==> config.mk <==
export PLATFORM = sky130hd
export DESIGN_NAME = fifo_mem_ctrl_flat
export DESIGN_NICKNAME = d
export VERILOG_FILES = /design/src/rtl/fifo_mem_ctrl_if.sv /design/src/rtl/fifo_mem_ctrl.sv /design/src/flat_wrapper.sv
export SDC_FILE = /design/constraint.sdc
export NUM_CORES = 1
export LEC_CHECK = 0
export BUFFER_PORTS_ARGS = -buffer_cell sky130_fd_sc_hd__clkbuf_2
export CAP_MARGIN = 20
export CORE_ASPECT_RATIO = 1.25
export CORE_MARGIN = 5
export CORE_UTILIZATION = 30
export DETAILED_ROUTE_END_ITERATION = 6
export PLACE_DENSITY = 0.64
export SYNTH_ARGS = -nofsm -noshare
export SYNTH_HDL_FRONTEND = slang
export SYNTH_SLANG_ARGS = --single-unit
==> constraint.sdc <==
create_clock -name clk -period 2.45 [get_ports clk]
set_clock_uncertainty 0.2 [all_clocks]
set_input_delay 0.245 -clock clk [delete_from_list [all_inputs] [get_ports clk]]
set_output_delay 0.245 -clock clk [all_outputs]
set_load 0.02 [all_outputs]
==> src/rtl/fifo_mem_ctrl_if.sv <==
// Stream and memory-port bundle for fifo_mem_ctrl.
// The master modport is the controller; the slave modport is the producer/consumer/memory side.
interface fifo_mem_ctrl_if #(
    parameter int unsigned ADDR_W = 3,
    parameter int unsigned DATA_W = 8
);
    logic              wr_valid;
    logic              wr_ready;
    logic [DATA_W-1:0] wr_data;
    logic              rd_valid;
    logic              rd_ready;
    logic [DATA_W-1:0] rd_data;
    logic              mem_en;
    logic              mem_rd_wr;
    logic [ADDR_W-1:0] mem_addr;
    logic [DATA_W-1:0] mem_wr_data;
    logic [DATA_W-1:0] mem_rd_data;

    modport master (
        input  wr_valid, wr_data, rd_ready, mem_rd_data,
        output wr_ready, rd_valid, rd_data, mem_en, mem_rd_wr, mem_addr, mem_wr_data
    );

    modport slave (
        output wr_valid, wr_data, rd_ready, mem_rd_data,
        input  wr_ready, rd_valid, rd_data, mem_en, mem_rd_wr, mem_addr, mem_wr_data
    );
endinterface

==> src/rtl/fifo_mem_ctrl.sv <==
// FIFO controller over a single-port synchronous memory with a prefetched output register.
// Define FMC_LEVEL_EN to add the registered occupancy port `level`.
module fifo_mem_ctrl #(
    parameter int unsigned ADDR_W = 3,
    parameter int unsigned DATA_W = 8
) (
    input  logic                clk,
    input  logic                rst_n,
    fifo_mem_ctrl_if.master     bus
`ifdef FMC_LEVEL_EN
    ,
    output logic [ADDR_W+1:0]   level
`endif
);
    localparam int unsigned DEPTH = 1 << ADDR_W;
    localparam int unsigned CNT_W = ADDR_W + 1;

    logic [ADDR_W-1:0] wr_ptr;
    logic [ADDR_W-1:0] rd_ptr;
    logic [CNT_W-1:0]  mem_cnt;
    logic              rd_pending;
    logic              out_valid;
    logic [DATA_W-1:0] out_data;

    logic rd_issue;
    logic wr_ready_int;
    logic push;
    logic pop;

    // A read is issued whenever memory has data and the output register will be free to take it.
    assign rd_issue     = rst_n && (mem_cnt != '0) && !rd_pending && (!out_valid || bus.rd_ready);
    assign wr_ready_int = rst_n && (mem_cnt != CNT_W'(DEPTH)) && !rd_issue;
    assign push         = bus.wr_valid && wr_ready_int;
    assign pop          = out_valid && bus.rd_ready;

    assign bus.wr_ready = wr_ready_int;
    assign bus.rd_valid = out_valid;
    assign bus.rd_data  = out_data;

    // Memory port arbitration: reads win, writes use the remaining cycles.
    always_comb begin
        bus.mem_en      = 1'b0;
        bus.mem_rd_wr   = 1'b0;
        bus.mem_addr    = '0;
        bus.mem_wr_data = '0;
        if (rd_issue) begin
            bus.mem_en    = 1'b1;
            bus.mem_rd_wr = 1'b1;
            bus.mem_addr  = rd_ptr;
        end else if (push) begin
            bus.mem_en      = 1'b1;
            bus.mem_addr    = wr_ptr;
            bus.mem_wr_data = bus.wr_data;
        end
    end

    always_ff @(posedge clk or negedge rst_n) begin
        if (!rst_n) begin
            wr_ptr     <= '0;
            rd_ptr     <= '0;
            mem_cnt    <= '0;
            rd_pending <= 1'b0;
        end else begin
            rd_pending <= rd_issue;
            if (rd_issue) begin
                rd_ptr  <= rd_ptr + ADDR_W'(1);
                mem_cnt <= mem_cnt - CNT_W'(1);
            end else if (push) begin
                wr_ptr  <= wr_ptr + ADDR_W'(1);
                mem_cnt <= mem_cnt + CNT_W'(1);
            end
        end
    end

    // Output register: a returning read overrides a same-cycle pop.
    always_ff @(posedge clk or negedge rst_n) begin
        if (!rst_n) begin
            out_valid <= 1'b0;
            out_data  <= '0;
        end else if (rd_pending) begin
            out_valid <= 1'b1;
            out_data  <= bus.mem_rd_data;
        end else if (pop) begin
            out_valid <= 1'b0;
        end
    end

`ifdef FMC_LEVEL_EN
    // Total occupancy moves only on accepted pushes and pops.
    always_ff @(posedge clk or negedge rst_n) begin
        if (!rst_n) begin
            level <= '0;
        end else begin
            level <= level + (ADDR_W+2)'(push) - (ADDR_W+2)'(pop);
        end
    end
`endif

endmodule
==> src/flat_wrapper.sv <==
// flat-port wrapper written by rule: the top's interface ports become plain ports
module fifo_mem_ctrl_flat 
#(
    parameter int unsigned ADDR_W = 3,
    parameter int unsigned DATA_W = 8
)
  (clk, rst_n, bus_wr_valid, bus_wr_data, bus_rd_ready, bus_mem_rd_data, bus_wr_ready, bus_rd_valid, bus_rd_data, bus_mem_en, bus_mem_rd_wr, bus_mem_addr, bus_mem_wr_data);
  fifo_mem_ctrl_if #(.ADDR_W(ADDR_W), .DATA_W(DATA_W)) bus_i ();
  input  logic clk;
  input  logic rst_n;
  input wire logic [$bits(bus_i.wr_valid)-1:0] bus_wr_valid;
  input wire logic [$bits(bus_i.wr_data)-1:0] bus_wr_data;
  input wire logic [$bits(bus_i.rd_ready)-1:0] bus_rd_ready;
  input wire logic [$bits(bus_i.mem_rd_data)-1:0] bus_mem_rd_data;
  output wire logic [$bits(bus_i.wr_ready)-1:0] bus_wr_ready;
  output wire logic [$bits(bus_i.rd_valid)-1:0] bus_rd_valid;
  output wire logic [$bits(bus_i.rd_data)-1:0] bus_rd_data;
  output wire logic [$bits(bus_i.mem_en)-1:0] bus_mem_en;
  output wire logic [$bits(bus_i.mem_rd_wr)-1:0] bus_mem_rd_wr;
  output wire logic [$bits(bus_i.mem_addr)-1:0] bus_mem_addr;
  output wire logic [$bits(bus_i.mem_wr_data)-1:0] bus_mem_wr_data;
  assign bus_i.wr_valid = bus_wr_valid;
  assign bus_i.wr_data = bus_wr_data;
  assign bus_i.rd_ready = bus_rd_ready;
  assign bus_i.mem_rd_data = bus_mem_rd_data;
  assign bus_wr_ready = bus_i.wr_ready;
  assign bus_rd_valid = bus_i.rd_valid;
  assign bus_rd_data = bus_i.rd_data;
  assign bus_mem_en = bus_i.mem_en;
  assign bus_mem_rd_wr = bus_i.mem_rd_wr;
  assign bus_mem_addr = bus_i.mem_addr;
  assign bus_mem_wr_data = bus_i.mem_wr_data;
  fifo_mem_ctrl #(.ADDR_W(ADDR_W), .DATA_W(DATA_W)) u_core (.clk(clk), .rst_n(rst_n), .bus(bus_i));
endmodule
==> results of run 1 <==
==> layout make-up <==
class,count,area [um^2]
clock buffer,4,45.04
fill,352,2006
inverter,3,11.26
multi-input combinational,55,529.3
sequential,20,503.0
tap,39,48.80
timing repair buffer,51,280.3
==> per-stage QoR <==
stage	instances	hold slack (ps)
3_3_place_gp	163	-81.31
4_1_cts	168	15.38
5_1_grt	172	17.56
2_1_floorplan	82	-250.6
3_5_place_dp	163	-79.34
6_report	172	21.09
==> worst paths after layout <==
path                                          startpoint                           endpoint  cells after the start  slack, ps
setup / recovery           u_core.mem_cnt[2]$_DFFE_PN0P_                    bus_mem_addr[0]                      5         70
hold / removal                        bus_mem_rd_data[2]  u_core.bus.rd_data[2]$_DFFE_PN0P_                      2         20
setup reg to reg           u_core.mem_cnt[2]$_DFFE_PN0P_      u_core.mem_cnt[3]$_DFFE_PN0P_                      9        150
hold reg to reg             u_core.rd_ptr[2]$_DFFE_PN0N_       u_core.rd_ptr[2]$_DFFE_PN0N_                      1        280
max in group asynchronous                          rst_n  u_core.bus.rd_data[3]$_DFFE_PN0P_                      3       1390
min in group asynchronous                          rst_n      u_core.mem_cnt[1]$_DFFE_PN0P_                      2        190
==> cells by family (layout without fill, tap and decap cells) <==
kind of cell / Yosys count / count (layout) / share of synthesized area
adder cells (fa/ha/maj): 5 / 5 / 0.06715
XOR/XNOR: 6 / 6 / 0.05037
AND/OR/NAND/NOR: 24 / 24 / 0.1595
AO/OA/AOI/OAI: 8 / 8 / 0.07794
multiplexers: 12 / 12 / 0.1331
flip-flops: 20 / 20 / 0.4796
buffers and inverters: 7 / 58 / 0.03237
==> registers in the layout, summed over array words and instances, names as in the netlist <==
name	count
u_core.wr_ptr	3
u_core.rd_pending	1
u_core.rd_ptr	3
u_core.mem_cnt	4
u_core.bus.rd_data	8
u_core.bus.rd_valid	1
==> synthesized netlist by cell type <==
cell type	n
xor2_1	3
inv_1	3
nor2_1	1
mux2_2	10
ha_1	4
and2_4	1
a22o_1	3
nand2_1	1
o221ai_2	1
nor4_1	1
buf_1	1
xnor2_1	3
clkbuf_1	2
dfrtp_1	20
nand3_1	4
and2_1	1
o311a_4	1
a211o_1	1
nor2b_1	1
and3_1	8
nor4b_4	1
mux2_4	1
nand4_1	1
nand3b_1	1
or4b_4	1
nor3_1	2
buf_6	1
fa_1	1
a21oi_1	2
mux2_1	1
==> repair_timing <==
action / in CTS / in global routing
hold buffers: 1 / 0
resized for setup: 1 / 1
setup buffers: 0 / 4
pin swaps: 0 / 0
endpoints found under the setup margin: 1 / 3
gates cloned: 0 / 0
hold endpoints to repair: 20 / 0
==> critical path, cell delays in order (launching register included) <==
cell,delay (ps)
dfrtp_1,440
or4b_4,570
o311a_4,160
and2_4,180
a22o_1,180
clkbuf_2,150
==> layer usage <==
| metal | part of all wire | global-route usage | vias up |
|---|---|---|---|
| met5 | 0 | 0 | - |
| met4 | 0.0060 | 0.03185 | 0 |
| met3 | 0.081 | 0.02663 | 2 |
| met2 | 0.53 | 0.1878 | 32 |
| met1 | 0.38 | 0.1132 | 413 |
| li1 | - | - | 398 |
==> where the power goes <==
group	internal (uW)	switching, uW	leakage (uW)	total, uW
registers	501	143	0.000235	643
logic	447	468	0.000466	915
clock network	115	101	0.0000228	217
==> metrics.md, run 1 <==
| Metric | Value |
|---|---|
| First-pass GRT wire length | 4126 um |
| PortBufs | 42 |
| Diodes inserted | 0 |
| CP startpoint kind | flop |
| Synth area leaders | dfrtp_1, mux2_2, and3_1, ha_1, a22o_1 |
| Power per standard cell area | 1252 nW/um^2 |
| Proportion of layout cells with a drive suffix above 1 | 0.5639 |
| CTS Buffer Depth | 2 |
| Final Worst Setup Slack | 65.19 ps |
| Final Max Tran Viols | 0 |
| Worst-path clk slew | 70 ps |
| Die width | 62.75 um |
| Layout Utilization | 0.4141 |
| Initial antenna violation count | 0 |
| Die Height | 75.94 um |
| RSZ-0062 raised after global routing | no |
| Leading cell types in the layout, fill and taps excluded | clkbuf_2, dfrtp_1, mux2_2 |
| TritonCTS Buffers | 3 |
| Post-route cell area | 1418 um^2 |
| Mapped Nets | 107 |
| FF+latch count, synth | 20 |
| Synth warn | 0 |
| CP required | 2010 ps |
| I/O pins | 43 |
| Post-synth top area share | 0.4796 |
| Overall Power | 1775 uW |
| Max cap viols | 0 |
| Area leader, netlist | dfrtp_1 |
| Post-Syn Area | 1044 um^2 |
| WS Path Type | reg2out |
| VDD IR max | 0.0005089 V |
| Largest net degree at the start of global routing | 16 |
| Fmax | 419.3 MHz |
| Worst slew margin | 0.8044 |
| Outcome | finished clean |
| Die area | 4765 um^2 |
| Mean post-synth cell area | 12.73 um^2 |
| CTS tree | yes |
| Clk sinks | 20 |
| Routed vias/inst | 4.913 |
| Drt pass-1 iters | 3 |
| Initial core utilization | 0.3048 |
| Root Buffer | clkbuf_8 |
| Synth cell types | 30 |
| Final period util | 0.9734 |
| Layout Nets | 159 |
| Dpl hpwl | 1856 um |
| Worst min path class | in2reg |
| Global placement routability congestion | 0.7029 |
| Initial DRC count | 8 |
| Core box area | 3423 um^2 |
| Post-Synthesis Cells | 82 |
| Placement Setup Slack | 245.7 ps |
| Final setup violation count | 0 |
| Tot GR Track Use | 0.1025 |
| Leading cell type in the layout, fill and taps excluded | clkbuf_2 |
| Vias in the first global route | 962 |
| Worst skew pair latency | 250 ps |
| Minimum clock period after layout | 2385 ps |
| Register area share after synthesis | 0.4796 |
| Crit path DAT | 1940 ps |
| Crit Path Max Fanout | 5 |
| Vias | 845 |
| Final wirelength | 2325 um |
| Worst setup EP type | output port |
| Final hold viol count | 0 |
| # DRC | 0 |
| Overflow after GRT | 0 |
| DP Area | 1325 um^2 |
| Leakage power | 0.0007233 uW |
| Worst slew pin tran | 293.4 ps |
| Htree depth | 1 |
| DRT antenna net count | 0 |
| Placement Rows | 24 |
| Area delta synth->final | 35.85% |
| Post-DR wirelength/cell | 13.52 um |
| Setup TNS | 0 ps |
No activity file was read; power rests on OpenSTA's default activity.
==> run 2: changes to the inputs <==
CORE_UTILIZATION = 42   (was 30)
PLACE_DENSITY = 0.82   (was 0.64)
==> run 2 against run 1 <==
Effect of this change:
- clock power grew 23%
- setup slack worse by 47 ps
- worst hold slack better by 110 ps
- die area is 25% lower
- critical endpoint is now bus_mem_addr[2]
- via count grew 7.7%
==> metrics.md, run 2 (synthesis gave the netlist of run 1 again) <==
| Metric | Value |
|---|---|
| Drt pass-1 iters | 4 (+1) |
| Htree depth | 1 (unchanged) |
| CP delay by family, top | simple AND/OR/NAND/NOR gates |
| Die width | 54.58 um (-13%) |
| Max cap viols | 0 (unchanged) |
| DP Area | 1325 um^2 (unchanged) |
| Dpl hpwl | 1848 um (-0.42%) |
| Max FFs per register | 8 (unchanged) |
| Post-route cell area | 1599 um^2 (+13%) |
| Worst slew margin | 0.7721 (-0.03232) |
| Crit Path Max Fanout | 6 (+1) |
| Fmax | 411.2 MHz (-1.9%) |
| Layout Utilization | 0.6656 (+0.2515) |
| Global placement routability congestion | 0.7068 (+0.55%) |
| CP startpoint kind | flop |
| WS Path Type | reg2out |
| TritonCTS Buffers | 3 (unchanged) |
| Post-DR wirelength/cell | 14.20 um (+5.0%) |
| Area delta synth->final | 53.24% |
| Final setup violation count | 0 (unchanged) |
| Vias | 910 (+7.7%) |
| Area of the multi-input gates | 523.0 um^2 (-1.2%) |
| Diodes inserted | 0 (unchanged) |
| Outcome | finished clean |
| Worst skew pair latency | 300 ps (+50 ps) |
| Crit path DAT | 1990 ps (+50 ps) |
| Vias in the first global route | 1002 (+4.2%) |
| Root Buffer | clkbuf_4 |
| Crit-path max cell delay | 550 ps (-20 ps) |
| Final period util | 0.9925 (+0.01915) |
| Placement Rows | 20 (-17%) |
| Final Max Tran Viols | 0 (unchanged) |
| CP required | 2010 ps (about the same) |
| Initial DRC count | 10 (+2) |
| Crit-path cells | or4b_4, o311a_4, and2_4, a22o_1, buf_6 |
| Power per standard cell area | 1238 nW/um^2 (-1.1%) |
| I/O pins | 43 (unchanged) |
| Tot GR Track Use | 0.1597 (+0.05712) |
| Initial core utilization | 0.4344 (+0.1296) |
| Leading cell types in the layout, fill and taps excluded | clkbuf_2, buf_4, dfrtp_1 |
| Largest net degree at the start of global routing | 14 (-2) |
| Proportion of layout cells with a drive suffix above 1 | 0.5695 (+0.005627) |
| Initial antenna violation count | 0 (unchanged) |
| Register area | 504.2 um^2 (+0.25%) |
| Core box area | 2402 um^2 (-30%) |
| RSZ-0062 raised after global routing | yes |
| Clk sinks | 20 (unchanged) |
| Fill count | 189 (-46%) |
| CTS Buffer Depth | 2 (unchanged) |
| DRT antenna net count | 0 (unchanged) |
| CTS tree | yes |
| Worst setup EP type | output port |
| Final wirelength | 2612 um (+12%) |
| Worst-path clk slew | 110 ps (+40 ps) |
| Layout Nets | 177 (+11%) |
| Leading cell type in the layout, fill and taps excluded | clkbuf_2 |
| Die area | 3588 um^2 (-25%) |
| Overflow after GRT | 0 (unchanged) |
| Leakage power | 0.0008182 uW (+13%) |
| # DRC | 0 (unchanged) |
| Worst slew pin tran | 340.4 ps (+47.05 ps) |
| Bufs and invs on worst path | 1 (unchanged) |
| Final hold viol count | 0 (unchanged) |
| PortBufs | 42 (unchanged) |
| First-pass GRT wire length | 4174 um (+1.2%) |
| Routed vias/inst | 4.946 (+0.67%) |
| Highest-delay cell along the critical path | or4b_4 |
| VDD IR max | 0.0005579 V (+9.6%) |
| Worst min path class | in2reg |
| Die Height | 65.73 um (-13%) |
| Minimum clock period after layout | 2432 ps (+46.92 ps) |
==> run 2: cell count changes in the layout (fill, tap and decap cells not counted) <==
cell and change:
buf_4 +10, buf_6 +5, bufinv_16 +1, clkbuf_1 -1, clkbuf_2 -5, clkbuf_4 +3
clkbuf_8 -3, dfrtp_1 -1, dfrtp_2 +1, dlygate4sd3_1 +8, nor4_1 +1, nor4_2 -1
==> run 2: layout make-up <==
| cell class | instances | share of cell area |
|---|---|---|
| Multi-Input combinational cell | 55 | 0.3271 |
| Sequential cell | 20 | 0.3153 |
| Timing Repair Buffer | 69 | 0.2919 |
| Tap cell | 33 | 0.02582 |
| Clock inverter | 1 | 0.01878 |
| Clock buffer | 3 | 0.01408 |
| Inverter | 3 | 0.007042 |
==> run 2: through the flow <==
step | hold slack, ps | setup TNS, ps | setup slack, ps | std cells | total power [uW]
6_report | 126.9 | 0 | 18.27 | 184 | 1979
3_5_place_dp | 13.05 | 0 | 136.3 | 158 | 1530
4_1_cts | 111.8 | 0 | 14.96 | 177 | 1879
2_1_floorplan | -250.6 | 0 | 5.447 | 82 | 1260
3_3_place_gp | -1.105 | 0 | 266.9 | 158 | 1475
5_1_grt | 156.4 | -169.4 | -59.30 | 184 | 2120
==> run 2: what timing repair did <==
| item | CTS | global route |
|---|---|---|
| hold buffers | 9 | 0 |
| pin swaps | 0 | 2 |
| setup endpoints to repair | 3 | 12 |
| gates cloned | 0 | 0 |
| resized for setup | 1 | 16 |
| setup buffers | 6 | 7 |
| hold endpoints to repair | 28 | 0 |
==> run 2: where the power goes <==
part           internal (uW)  switching, uW  total (uW)  leakage (uW)
Combinational            558            514        1070      0.000557
Sequential               501            138         640      0.000234
Clock                    165            102         267     0.0000279
Total                   1220            754        1980      0.000818
==> run 2: worst min-delay path, stage by stage <==
cell and delay (ps):
clkbuf_2 170, nand3_1 120, xnor2_1 60
==> run 2: worst paths after layout <==
kind                                                from                            end  slack, ps  depth (start not counted)
hold / removal                              bus_wr_valid   u_core.wr_ptr[2]$_DFFE_PN0P_        130                          3
setup / recovery           u_core.mem_cnt[1]$_DFFE_PN0P_                bus_mem_addr[2]         20                          5
max in group asynchronous                          rst_n   u_core.rd_ptr[0]$_DFFE_PN0N_       1670                          3
min in group asynchronous                          rst_n  u_core.mem_cnt[2]$_DFFE_PN0P_        210                          3
hold reg to reg             u_core.wr_ptr[2]$_DFFE_PN0P_   u_core.wr_ptr[2]$_DFFE_PN0P_        280                          1
setup reg to reg           u_core.mem_cnt[3]$_DFFE_PN0P_  u_core.mem_cnt[3]$_DFFE_PN0P_        100                          9
==> run 2: per-layer routing <==
metal | up-vias | track usage | wire length [um] | part of all wire
met4 | 0 | 0.06542 | 17 | 0.0065
li1 | 437 | - | - | -
met2 | 46 | 0.2914 | 1330 | 0.51
met5 | - | 0 | 0 | 0
met3 | 2 | 0.02721 | 182 | 0.070
met1 | 425 | 0.1715 | 1082 | 0.41
